<file path="config.mk">
export PLATFORM = sky130hd
export DESIGN_NAME = bus_coherence_ctrl_flat
export DESIGN_NICKNAME = d
export VERILOG_FILES = /design/src/rtl/cpu_types_pkg.sv /design/src/rtl/cache_control_if.sv /design/src/rtl/rr_picker.sv /design/src/rtl/bus_coherence_ctrl.sv /design/src/flat_wrapper.sv
export SDC_FILE = /design/constraint.sdc
export NUM_CORES = 1
export LEC_CHECK = 0
export ABC_CLOCK_PERIOD_IN_PS = 6010
export BUFFER_PORTS_ARGS = -buffer_cell sky130_fd_sc_hd__buf_2
export CAP_MARGIN = 20
export CORE_AREA = 5 5 195 197
export DETAILED_ROUTE_END_ITERATION = 10
export DIE_AREA = 0 0 200 202
export HOLD_SLACK_MARGIN = 0.15
export SLEW_MARGIN = 10
export SYNTH_ARGS = -nofsm -noshare
export SYNTH_HDL_FRONTEND = slang
export SYNTH_HIERARCHICAL = 1
export SYNTH_SLANG_ARGS = --single-unit
</file>
<file path="constraint.sdc">
create_clock -name CLK -period 6.01 [get_ports CLK]
set_clock_uncertainty 0.05 [all_clocks]
set_input_delay 1.202 -clock CLK [delete_from_list [all_inputs] [get_ports CLK]]
set_output_delay 1.202 -clock CLK [all_outputs]
set_load 0.03 [all_outputs]
</file>
<file path="src/rtl/cpu_types_pkg.sv">
// Shared types for the multi-core memory/coherence controller.
// Bus word, RAM port status and controller FSM states.
package cpu_types_pkg;

   typedef logic [31:0] word_t;

   typedef enum logic [1:0] {
      FREE,
      BUSY,
      ACCESS,
      ERROR
   } ramstate_t;

   typedef enum logic [2:0] {
      IDLE,
      IFETCH,
      DREAD,
      DWRITE,
      SNOOP,
      C2C
   } busctl_state_t;

   // Width of a CPU id; a single core still needs one bit.
   function automatic int ptr_w(input int n);
      return (n > 1) ? $clog2(n) : 1;
   endfunction

endpackage

</file>
<file path="src/rtl/cache_control_if.sv">
// Cache-side and RAM-side lanes of the coherence controller.
// cc = controller view, cpu = cache/RAM model view.
interface cache_control_if
   import cpu_types_pkg::*;
#(
   parameter int CPUS = 2
);

   logic [CPUS-1:0] iREN, iwait;
   word_t           iaddr [CPUS];
   word_t           iload [CPUS];

   logic [CPUS-1:0] dREN, dWEN, dwait;
   word_t           daddr  [CPUS];
   word_t           dstore [CPUS];
   word_t           dload  [CPUS];

   logic [CPUS-1:0] ccwrite, cctrans;
   logic [CPUS-1:0] ccwait, ccinv;
   word_t           ccsnoopaddr [CPUS];

   logic            ramREN, ramWEN;
   word_t           ramaddr, ramstore, ramload;
   ramstate_t       ramstate;

   modport cc (
      input  iREN, iaddr, dREN, dWEN, daddr, dstore,
      input  ccwrite, cctrans, ramload, ramstate,
      output iwait, iload, dwait, dload,
      output ccwait, ccinv, ccsnoopaddr,
      output ramREN, ramWEN, ramaddr, ramstore
   );

   modport cpu (
      output iREN, iaddr, dREN, dWEN, daddr, dstore,
      output ccwrite, cctrans, ramload, ramstate,
      input  iwait, iload, dwait, dload,
      input  ccwait, ccinv, ccsnoopaddr,
      input  ramREN, ramWEN, ramaddr, ramstore
   );

endinterface

</file>
<file path="src/rtl/rr_picker.sv">
// Round-robin picker: first requesting id at or after i_ptr.
// Scanned high-to-low so the nearest id overwrites the rest.
module rr_picker #(
   parameter int N  = 2,
   parameter int PW = 1
) (
   input  logic [N-1:0]  i_req,
   input  logic [PW-1:0] i_ptr,
   output logic          o_valid,
   output logic [PW-1:0] o_id
);

   int w_idx;

   always_comb begin
      o_valid = |i_req;
      o_id    = '0;
      w_idx   = 0;
      for (int k = N - 1; k >= 0; k--) begin
         w_idx = (int'(i_ptr) + k) % N;
         if (i_req[w_idx[PW-1:0]]) o_id = w_idx[PW-1:0];
      end
   end

endmodule

</file>
<file path="src/rtl/bus_coherence_ctrl.sv">
// N-core RAM arbiter with snoop broadcast and cache-to-cache
// supply; SNOOP_EN=0 degrades it to a plain round-robin arbiter.
module bus_coherence_ctrl
   import cpu_types_pkg::*;
#(
   parameter int CPUS     = 2,
   parameter bit SNOOP_EN = 1'b1
) (
   input logic        CLK,
   input logic        nRST,
   cache_control_if.cc ccif
);

   localparam int PW = ptr_w(CPUS);

   busctl_state_t   r_state;
   logic [PW-1:0]   r_gnt, r_src, r_irr, r_drr;

   logic            w_ivld, w_dvld, w_live, w_acc, w_done;
   logic            w_allresp, w_hit;
   logic [PW-1:0]   w_iid, w_did, w_src, w_nxt;
   logic [CPUS-1:0] w_mask, w_dirty;

   logic [CPUS-1:0] w_iwait, w_dwait, w_ccwait, w_ccinv;
   word_t           w_iload [CPUS];
   word_t           w_dload [CPUS];
   word_t           w_snpad [CPUS];

   rr_picker #(.N(CPUS), .PW(PW)) u_ipick (
      .i_req   (ccif.iREN),
      .i_ptr   (r_irr),
      .o_valid (w_ivld),
      .o_id    (w_iid)
   );

   rr_picker #(.N(CPUS), .PW(PW)) u_dpick (
      .i_req   (ccif.dREN | ccif.dWEN),
      .i_ptr   (r_drr),
      .o_valid (w_dvld),
      .o_id    (w_did)
   );

   assign w_acc  = (ccif.ramstate == ACCESS);
   assign w_nxt  = (r_gnt == PW'(CPUS - 1)) ? '0 : r_gnt + 1'b1;
   assign w_mask = ~(CPUS'(1) << r_gnt);
   assign w_dirty   = ccif.dWEN & w_mask;
   assign w_allresp = ((ccif.cctrans & w_mask) == w_mask);
   assign w_done    = w_live & w_acc;

   always_comb begin
      w_hit = 1'b0;
      w_src = '0;
      for (int o = CPUS - 1; o >= 0; o--) begin
         if (w_dirty[o]) begin
            w_hit = 1'b1;
            w_src = PW'(o);
         end
      end
   end

   // Grantee still holding the request it was granted for.
   always_comb begin
      unique case (r_state)
         IFETCH:            w_live = ccif.iREN[r_gnt];
         DWRITE:            w_live = ccif.dWEN[r_gnt];
         DREAD, SNOOP, C2C: w_live = ccif.dREN[r_gnt];
         default:           w_live = 1'b1;
      endcase
   end

   always_ff @(posedge CLK or negedge nRST) begin
      if (!nRST) begin
         r_state <= IDLE;
         r_gnt   <= '0;
         r_src   <= '0;
         r_irr   <= '0;
         r_drr   <= '0;
      end else begin
         unique case (r_state)
            IDLE: begin
               if (w_dvld) begin
                  r_gnt <= w_did;
                  if (ccif.dWEN[w_did])
                     r_state <= DWRITE;
                  else if (SNOOP_EN && ccif.cctrans[w_did])
                     r_state <= SNOOP;
                  else
                     r_state <= DREAD;
               end else if (w_ivld) begin
                  r_gnt   <= w_iid;
                  r_state <= IFETCH;
               end
            end
            SNOOP: begin
               if (!w_live) begin
                  r_state <= IDLE;
               end else if (w_allresp) begin
                  r_src   <= w_src;
                  r_state <= w_hit ? C2C : DREAD;
               end
            end
            default: begin
               if (!w_live) begin
                  r_state <= IDLE;
               end else if (w_acc) begin
                  r_state <= IDLE;
                  if (r_state == IFETCH) r_irr <= w_nxt;
                  else                   r_drr <= w_nxt;
               end
            end
         endcase
      end
   end

   always_comb begin
      w_iwait  = '1;
      w_dwait  = '1;
      w_ccwait = '0;
      w_ccinv  = '0;
      for (int i = 0; i < CPUS; i++) begin
         w_iload[i] = '0;
         w_dload[i] = '0;
         w_snpad[i] = '0;
      end
      ccif.ramREN   = 1'b0;
      ccif.ramWEN   = 1'b0;
      ccif.ramaddr  = '0;
      ccif.ramstore = '0;
      unique case (r_state)
         IFETCH: begin
            ccif.ramREN    = 1'b1;
            ccif.ramaddr   = ccif.iaddr[r_gnt];
            w_iload[r_gnt] = ccif.ramload;
            if (w_done) w_iwait[r_gnt] = 1'b0;
         end
         DREAD: begin
            ccif.ramREN    = 1'b1;
            ccif.ramaddr   = ccif.daddr[r_gnt];
            w_dload[r_gnt] = ccif.ramload;
            if (w_done) w_dwait[r_gnt] = 1'b0;
         end
         DWRITE: begin
            ccif.ramWEN   = 1'b1;
            ccif.ramaddr  = ccif.daddr[r_gnt];
            ccif.ramstore = ccif.dstore[r_gnt];
            if (w_done) w_dwait[r_gnt] = 1'b0;
         end
         SNOOP: begin
            for (int o = 0; o < CPUS; o++) begin
               if (PW'(o) != r_gnt) begin
                  w_ccwait[o] = 1'b1;
                  w_ccinv[o]  = ccif.ccwrite[r_gnt];
                  w_snpad[o]  = ccif.daddr[r_gnt];
               end
            end
         end
         C2C: begin
            ccif.ramWEN     = 1'b1;
            ccif.ramaddr    = ccif.daddr[r_gnt];
            ccif.ramstore   = ccif.dstore[r_src];
            w_dload[r_gnt]  = ccif.dstore[r_src];
            w_ccwait[r_src] = 1'b1;
            if (w_done) begin
               w_dwait[r_gnt] = 1'b0;
               w_dwait[r_src] = 1'b0;
            end
         end
         default: ;
      endcase
   end

   assign ccif.iwait       = w_iwait;
   assign ccif.dwait       = w_dwait;
   assign ccif.iload       = w_iload;
   assign ccif.dload       = w_dload;
   assign ccif.ccwait      = w_ccwait;
   assign ccif.ccinv       = w_ccinv;
   assign ccif.ccsnoopaddr = w_snpad;

endmodule

</file>
<file path="src/flat_wrapper.sv">
// flat-port wrapper written by rule: the top's interface ports become plain ports
module bus_coherence_ctrl_flat import cpu_types_pkg::*;
#(
   parameter int CPUS     = 2,
   parameter bit SNOOP_EN = 1'b1
)
  (CLK, nRST, ccif_iREN, ccif_iaddr, ccif_dREN, ccif_dWEN, ccif_daddr, ccif_dstore, ccif_ccwrite, ccif_cctrans, ccif_ramload, ccif_ramstate, ccif_iwait, ccif_iload, ccif_dwait, ccif_dload, ccif_ccwait, ccif_ccinv, ccif_ccsnoopaddr, ccif_ramREN, ccif_ramWEN, ccif_ramaddr, ccif_ramstore);
  cache_control_if #(.CPUS(CPUS)) ccif_i ();
  input logic CLK;
  input logic nRST;
  input wire logic [$bits(ccif_i.iREN)-1:0] ccif_iREN;
  input wire logic [$bits(ccif_i.iaddr)-1:0] ccif_iaddr;
  input wire logic [$bits(ccif_i.dREN)-1:0] ccif_dREN;
  input wire logic [$bits(ccif_i.dWEN)-1:0] ccif_dWEN;
  input wire logic [$bits(ccif_i.daddr)-1:0] ccif_daddr;
  input wire logic [$bits(ccif_i.dstore)-1:0] ccif_dstore;
  input wire logic [$bits(ccif_i.ccwrite)-1:0] ccif_ccwrite;
  input wire logic [$bits(ccif_i.cctrans)-1:0] ccif_cctrans;
  input wire logic [$bits(ccif_i.ramload)-1:0] ccif_ramload;
  input wire logic [$bits(ccif_i.ramstate)-1:0] ccif_ramstate;
  output wire logic [$bits(ccif_i.iwait)-1:0] ccif_iwait;
  output wire logic [$bits(ccif_i.iload)-1:0] ccif_iload;
  output wire logic [$bits(ccif_i.dwait)-1:0] ccif_dwait;
  output wire logic [$bits(ccif_i.dload)-1:0] ccif_dload;
  output wire logic [$bits(ccif_i.ccwait)-1:0] ccif_ccwait;
  output wire logic [$bits(ccif_i.ccinv)-1:0] ccif_ccinv;
  output wire logic [$bits(ccif_i.ccsnoopaddr)-1:0] ccif_ccsnoopaddr;
  output wire logic [$bits(ccif_i.ramREN)-1:0] ccif_ramREN;
  output wire logic [$bits(ccif_i.ramWEN)-1:0] ccif_ramWEN;
  output wire logic [$bits(ccif_i.ramaddr)-1:0] ccif_ramaddr;
  output wire logic [$bits(ccif_i.ramstore)-1:0] ccif_ramstore;
  assign ccif_i.iREN = ccif_iREN;
  assign ccif_i.iaddr = {>>{ccif_iaddr}};
  assign ccif_i.dREN = ccif_dREN;
  assign ccif_i.dWEN = ccif_dWEN;
  assign ccif_i.daddr = {>>{ccif_daddr}};
  assign ccif_i.dstore = {>>{ccif_dstore}};
  assign ccif_i.ccwrite = ccif_ccwrite;
  assign ccif_i.cctrans = ccif_cctrans;
  assign ccif_i.ramload = ccif_ramload;
  assign ccif_i.ramstate = ccif_ramstate;
  assign ccif_iwait = ccif_i.iwait;
  assign ccif_iload = {>>{ccif_i.iload}};
  assign ccif_dwait = ccif_i.dwait;
  assign ccif_dload = {>>{ccif_i.dload}};
  assign ccif_ccwait = ccif_i.ccwait;
  assign ccif_ccinv = ccif_i.ccinv;
  assign ccif_ccsnoopaddr = {>>{ccif_i.ccsnoopaddr}};
  assign ccif_ramREN = ccif_i.ramREN;
  assign ccif_ramWEN = ccif_i.ramWEN;
  assign ccif_ramaddr = ccif_i.ramaddr;
  assign ccif_ramstore = ccif_i.ramstore;
  bus_coherence_ctrl #(.CPUS(CPUS), .SNOOP_EN(SNOOP_EN)) u_core (.CLK(CLK), .nRST(nRST), .ccif(ccif_i));
endmodule
</file>
==> metrics.yaml, run 1 <==
logic_synthesis:
  synth_nets: 813
  synthAdderAreaFrac_pct: 0
  synth.top_cell.area_share_pct: 25.3
  synth_edf_count: 0
  synth-xor-area-share_pct: 0
  avgSynthCellArea_um2: 6.82
  ys_top_cells_by_count: "100 x and2_1, 99 x mux2i_1, 71 x nor2_1, 40 x o21ai_0, 35 x clkbuf_1"
  synth_compound_area_share_pct: 28.6
  synth_mux_area_share_pct: 26.5
  synthFlopType: "dfrtp_1"
  ys_types: 39
  synth_top_family_by_area: "simple AND/OR/NAND/NOR gates"
  ys_ff_latch: 7
  synth_cells: 575
  synth_top_area_cell: "mux2i_1"
  yosysMostFrequentCell: "and2_1"
  yosys.area_share.simple_pct: 33.4
  ys_seq_area_share_pct: 4.46
  synth_area_um2: 3920
  synthTopCellsByArea: "mux2i_1 25%, and2_1 16%, a222oi_1 8.2%, nor2_1 6.8%, a22oi_1 6.1%"
  ys_warn_count: 6
  async_reset_ff_share_pct: 100
floorplan:
  fp.dieH_um: 202
  io_pins: 504
  fp.coreArea_um2: 36100
  start_util_pct: 10.9
  placementRows: 70
  die_w_um: 200
  dieArea_um2: 40400
flow_run:
  cap_violations: 0
placement:
  gp_congestion: 0.996
  dpl.cell_count: 1491
  hpwl_um: 25900
  io_buffer_count: 503
timing:
  fin_hold_ws_ps: 460
  drv_slew: 0
  finalSetupViolations: 0
  setup_tns_ps: 0
  fin_crit_ps: 4190
  min_period_over_period_pct: 69.7
  fmax_ghz: 0.239
  slew_headroom_pct: 39.0
  rsz0062_at_grt: "false"
  hold_viol: 0
  tightest_slew_ps: 915
clock_network:
  cts_sinks: 7
  insertion_delay_ps: 230
  tritoncts: "yes"
  clock_path_buffers: 2
  cts_resized: 0
  numCtsBuffers: 3
  hold_buffers: 0
  cts_root_buffer: "clkbuf_16"
  htreeDepth: 1
  path_clk_slew_ps: 40
  post_cts_buffers: 0
final_layout:
  layout-drive-gt1-share_pct: 52.2
  instances_no_fill: 1498
  layout-area-overhead-vs-synth_pct: 77.7
  finalNetCount: 1267
critical_path:
  startpoint: "u_core/r_state[2]"
  end_kind: "primary output"
  worstSetupEndpoint: "ccif_dload[0]"
  crit_arrival_ps: 2940
  path_max_fanout: 66
  cp-start-kind: "flip-flop"
  r2r_cells: 5
  r2r-end: "u_core/r_state[0]"
  cp_data_required_time_ps: 4760
  regToRegStartpoint: "u_core/r_gnt"
  path_class: "reg2out"
  reg2reg_setup_slack_ps: 3630
detailed_routing:
  via_per_inst: 4.55
  first_pass_iters: 9
  vias: 6818
  antenna_left: 0
  finalWirelength_um: 31100
  detail_route.wl_per_cell_um: 20.8
  drc: 0
  dr.first_iter.drc_count: 543
pwr:
  switchingPower_mw: 1.79
  p_total_mw: 2.67
  ir_drop_mv: 0.255
  p_seq_share_pct: 6.8
  pwr-share-clk_pct: 4.4
  swShare_pct: 66.8
  power.density_nw_per_um2: 383
  p_int_mw: 0.886
  leakage_nw: 3.90
  combPwrFrac_pct: 88.8
global_routing:
  first_global_vias: 6359
  grt.total_usage_pct: 13.6
  overflow: 0
  grt_max_degree: 67
  antenna_found_initial: 9
  grt_pass1_wl_um: 41800
worst_hold_path:
  whs_path_depth: 2
  worstHoldPathType: "reg2reg"
outcome:
  status: "completed"
-- cells in the final DEF (no fill, tap or decap), types with 4 or more instances in the layout --
cell type	n
dfrtp_1	6
mux2i_1	99
o21ai_0	40
a222oi_1	32
nor2_1	70
and3_1	33
or2_2	4
a22oi_1	32
buf_2	503
nor2b_1	5
nand2_1	7
o22ai_1	33
and2_1	100
a21oi_1	5
buf_4	10
-- cell type report --
| cell class | count | area (um^2) |
|---|---|---|
| sequential | 7 | 179 |
| clock buffer | 4 | 78.8 |
| timing repair buffer | 514 | 2610 |
| multi-input combinational | 500 | 3500 |
| antenna | 2 | 5.00 |
| fill | 4122 | 29100 |
| tap | 468 | 586 |
| inverter | 3 | 11.3 |
-- power groups by stage --
stage / logic (mW) / clock network, mW / registers (mW)
2_1_floorplan: 1.67 / 0 / 0.0807
3_3_place_gp: 2.37 / 0 / 0.176
3_5_place_dp: 2.38 / 0 / 0.181
4_1_cts: 2.39 / 0.118 / 0.181
5_1_grt: 2.50 / 0.121 / 0.193
6_report: 2.37 / 0.117 / 0.183
-- through the flow --
stage                     cell area (um^2)  worst slack (ps)  util (%)
after floorplan                       3920              2650         -
after global placement                6870              2060      19.0
after detailed placement              6870              2060      19.0
after CTS                             6950              1790      19.3
after global routing                  6970              1670      19.3
final                                 6970              1820      19.3
-- layer usage --
metal  GRT usage [%]  share of wire (%)  vias up
met5               0              0.067        -
met4            2.72                2.1        4
met3            1.67                8.8       43
met2            25.7                 51      481
met1            16.2                 38     3234
li1                -                  -     3056
-- kinds of logic (layout without fill, tap and decap cells) --
kind of cell           after synthesis  count (layout)
AOI/OAI and AO/OA                  158             158
other                                0               2
buffers and inverters               68             521
DFF                                  7               7
and+or+nand+nor                    239             239
muxes                              103             103
-- how the worst min path moves through the flow --
| stage | startpoint | to | slack [ps] |
|---|---|---|---|
| finish | u_core/r_irr | u_core/r_irr | 460 |
| global route | u_core/r_drr | u_core/r_drr | 490 |
| CTS | u_core/r_irr | u_core/r_irr | 460 |
| detailed placement | u_core/r_irr | u_core/r_irr | 440 |
| global placement | u_core/r_irr | u_core/r_irr | 440 |
| floorplan | u_core/r_irr | u_core/r_irr | 410 |
-- critical path, stage by stage (launching register included) --
cell,delay [ps]
dfrtp_1,590
nor2b_1,270
nand2_1,150
nor2_4,110
buf_4,560
a222oi_1,350
nor2_1,350
buf_2,280
-- state kept, by name, summed over array words and instances, names as in the netlist --
| register | count |
|---|---|
| u_core/r_src | 1 |
| u_core/r_drr | 1 |
| u_core/r_gnt | 1 |
| u_core/r_irr | 1 |
| u_core/r_state | 3 |
Power figures use the tool's default switching activity.
==> run 2, diff against run 1 <==
--- a/config.mk
+++ b/config.mk
@@ -5,12 +5,12 @@
 export SDC_FILE = /design/constraint.sdc
 export NUM_CORES = 1
 export LEC_CHECK = 0
-export ABC_CLOCK_PERIOD_IN_PS = 6010
+export ABC_CLOCK_PERIOD_IN_PS = 3900
 export BUFFER_PORTS_ARGS = -buffer_cell sky130_fd_sc_hd__buf_2
 export CAP_MARGIN = 20
-export CORE_AREA = 5 5 195 197
+export CORE_AREA = 5 5 192 194
 export DETAILED_ROUTE_END_ITERATION = 10
-export DIE_AREA = 0 0 200 202
+export DIE_AREA = 0 0 197 199
 export HOLD_SLACK_MARGIN = 0.15
 export SLEW_MARGIN = 10
 export SYNTH_ARGS = -nofsm -noshare
==> constraint.sdc (replaced) <==
create_clock -name CLK -period 3.9 [get_ports CLK]
set_clock_uncertainty 0.05 [all_clocks]
set_input_delay 0.78 -clock CLK [delete_from_list [all_inputs] [get_ports CLK]]
set_output_delay 0.78 -clock CLK [all_outputs]
set_load 0.03 [all_outputs]
==> run 2 against run 1 <==
Effect of this change:
- combinational power rose by 59%
- clock power rose by 53%
- register-to-register slack got worse by 2100 ps
- cell count did not move
- total power rose by 55%
- critical path type unchanged
- clock-buffer cell count did not move
==> metrics.yaml, run 2 (synthesized netlist as in run 1, its figures left out) <==
detailed_routing:
  antenna_left: 0  # unchanged
  dr.first_iter.drc_count: 595  # +9.6%
  via_per_inst: 4.53  # -0.44%
  drc: 0  # unchanged
  detail_route.wl_per_cell_um: 19.7  # -5.2%
  finalWirelength_um: 29500  # -5.2%
  first_pass_iters: 7  # -2
  vias: 6788  # -0.44%
timing:
  fin_crit_ps: 3500
  drv_slew: 0  # unchanged
  setup_ws_ps: 400  # -1420 ps
  fmax_ghz: 0.286
  fin_hold_ws_ps: 337  # -123 ps
  tightest_slew_ps: 894  # -20.8 ps
  min_period_over_period_pct: 89.8
  setup_tns_ps: 0  # unchanged
  hold_viol: 0  # unchanged
  slew_headroom_pct: 40.4  # +1.4 points
  rsz0062_at_grt: "false"
  finalSetupViolations: 0  # unchanged
global_routing:
  grt_max_degree: 73  # +9.0%
  grt.total_usage_pct: 13.3  # -0.27 points
  grt_pass1_wl_um: 40500  # -3.1%
  first_global_vias: 6567  # +3.3%
  antenna_found_initial: 7  # -2
  overflow: 0  # unchanged
critical_path:
  end_kind: "primary output"
  crit_arrival_ps: 2670  # -270 ps
  cp_data_required_time_ps: 3070  # -1690 ps
  cp-start-kind: "flip-flop"
  r2r_cells: 5  # unchanged
  path_class: "reg2out"
  path_max_fanout: 49  # -26%
final_layout:
  largest_register_ffs: 3  # unchanged
  layout-drive-gt1-share_pct: 52.6  # +0.37 points
  final_common_cell: "buf_2"
  final_cell_mix: "503 x buf_2, 99 x mux2i_1, 99 x and2_1"
  finalNetCount: 1273  # +0.47%
  layout-area-overhead-vs-synth_pct: 79.4
  regMostFlops: "u_core/r_state"
placement:
  io_buffer_count: 503  # unchanged
  gp_congestion: 1.00  # +0.48%
  hpwl_um: 24500  # -5.1%
  pre_cts_slack_ps: 550  # -1510 ps
clock_network:
  numCtsBuffers: 3  # unchanged
  path_clk_slew_ps: 40  # about the same
  cts_resized: 0  # unchanged
  cts_sinks: 7  # unchanged
  post_cts_buffers: 0  # unchanged
  htreeDepth: 1  # unchanged
  hold_buffers: 0  # unchanged
  tritoncts: "yes"
  cts_root_buffer: "clkbuf_16"
  clock_path_buffers: 2  # unchanged
  insertion_delay_ps: 230  # about the same
pwr:
  leakage_nw: 3.94  # +0.96%
  p_total_mw: 4.15  # +55%
  power.density_nw_per_um2: 590  # +54%
  ir_drop_mv: 0.419  # +64%
flow_run:
  cap_violations: 0  # unchanged
floorplan:
  start_util_pct: 11.2  # +0.32 points
  die_w_um: 197  # -1.5%
  dieArea_um2: 39200  # -3.0%
  placementRows: 69  # -1.4%
  fp.dieH_um: 199  # -1.5%
  fp.coreArea_um2: 35100  # -2.9%
  io_pins: 504  # unchanged
outcome:
  status: "completed"
worst_hold_path:
  worstHoldPathType: "in2async"
==> run 2: metal layers <==
| metal | vias to the layer above | global-route usage, % | routed length (um) |
|---|---|---|---|
| li1 | 3069 | - | - |
| met1 | 3180 | 15.3 | 10700 |
| met2 | 491 | 24.7 | 15100 |
| met3 | 42 | 2.78 | 3010 |
| met4 | 6 | 3.83 | 735 |
| met5 | - | 0 | 28 |
==> run 2: stage by stage <==
| stage | instances | utilization [%] | area, um^2 |
|---|---|---|---|
| 6_report | 1498 | 20.1 | 7040 |
| 5_1_grt | 1497 | 20.1 | 7040 |
| 4_1_cts | 1495 | 20.1 | 7030 |
| 3_5_place_dp | 1491 | 19.8 | 6950 |
| 3_3_place_gp | 1491 | 19.8 | 6950 |
| 2_1_floorplan | 575 | - | 3920 |
==> run 2: cell type report <==
| cell class | count | area, um^2 |
|---|---|---|
| Antenna cell | 3 | 7.51 |
| Timing Repair Buffer | 520 | 2680 |
| Inverter | 3 | 11.3 |
| Multi-Input combinational cell | 500 | 3500 |
| Fill cell | 3972 | 28000 |
| Sequential cell | 7 | 179 |
| Clock buffer | 4 | 78.8 |
| Tap cell | 461 | 577 |
==> run 2: worst paths after layout <==
| check | from | endpoint | slack, ps |
|---|---|---|---|
| max in group asynchronous | nRST | u_core/r_gnt | 3270 |
| min in group CLK | u_core/r_irr | u_core/r_irr | 450 |
| hold reg to reg | u_core/r_irr | u_core/r_irr | 450 |
| hold / removal | nRST | u_core/r_gnt | 340 |
| setup / recovery | u_core/r_state[2] | ccif_dload[35] | 400 |
| setup reg to reg | u_core/r_gnt | u_core/r_state[0] | 1550 |
==> run 2: critical path: stages, from the launching register on <==
cell,delay (ps)
dfrtp_1,520
nor2b_1,230
and3_2,400
buf_12,240
a222oi_1,610
nor2_1,180
buf_2,230
==> run 2: report_power, final <==
group / internal, mW / switching [mW] / total [mW]
Sequential: 0.108 / 0.0904 / 0.199
Combinational: 1.14 / 2.63 / 3.78
Clock: 0.136 / 0.0425 / 0.179
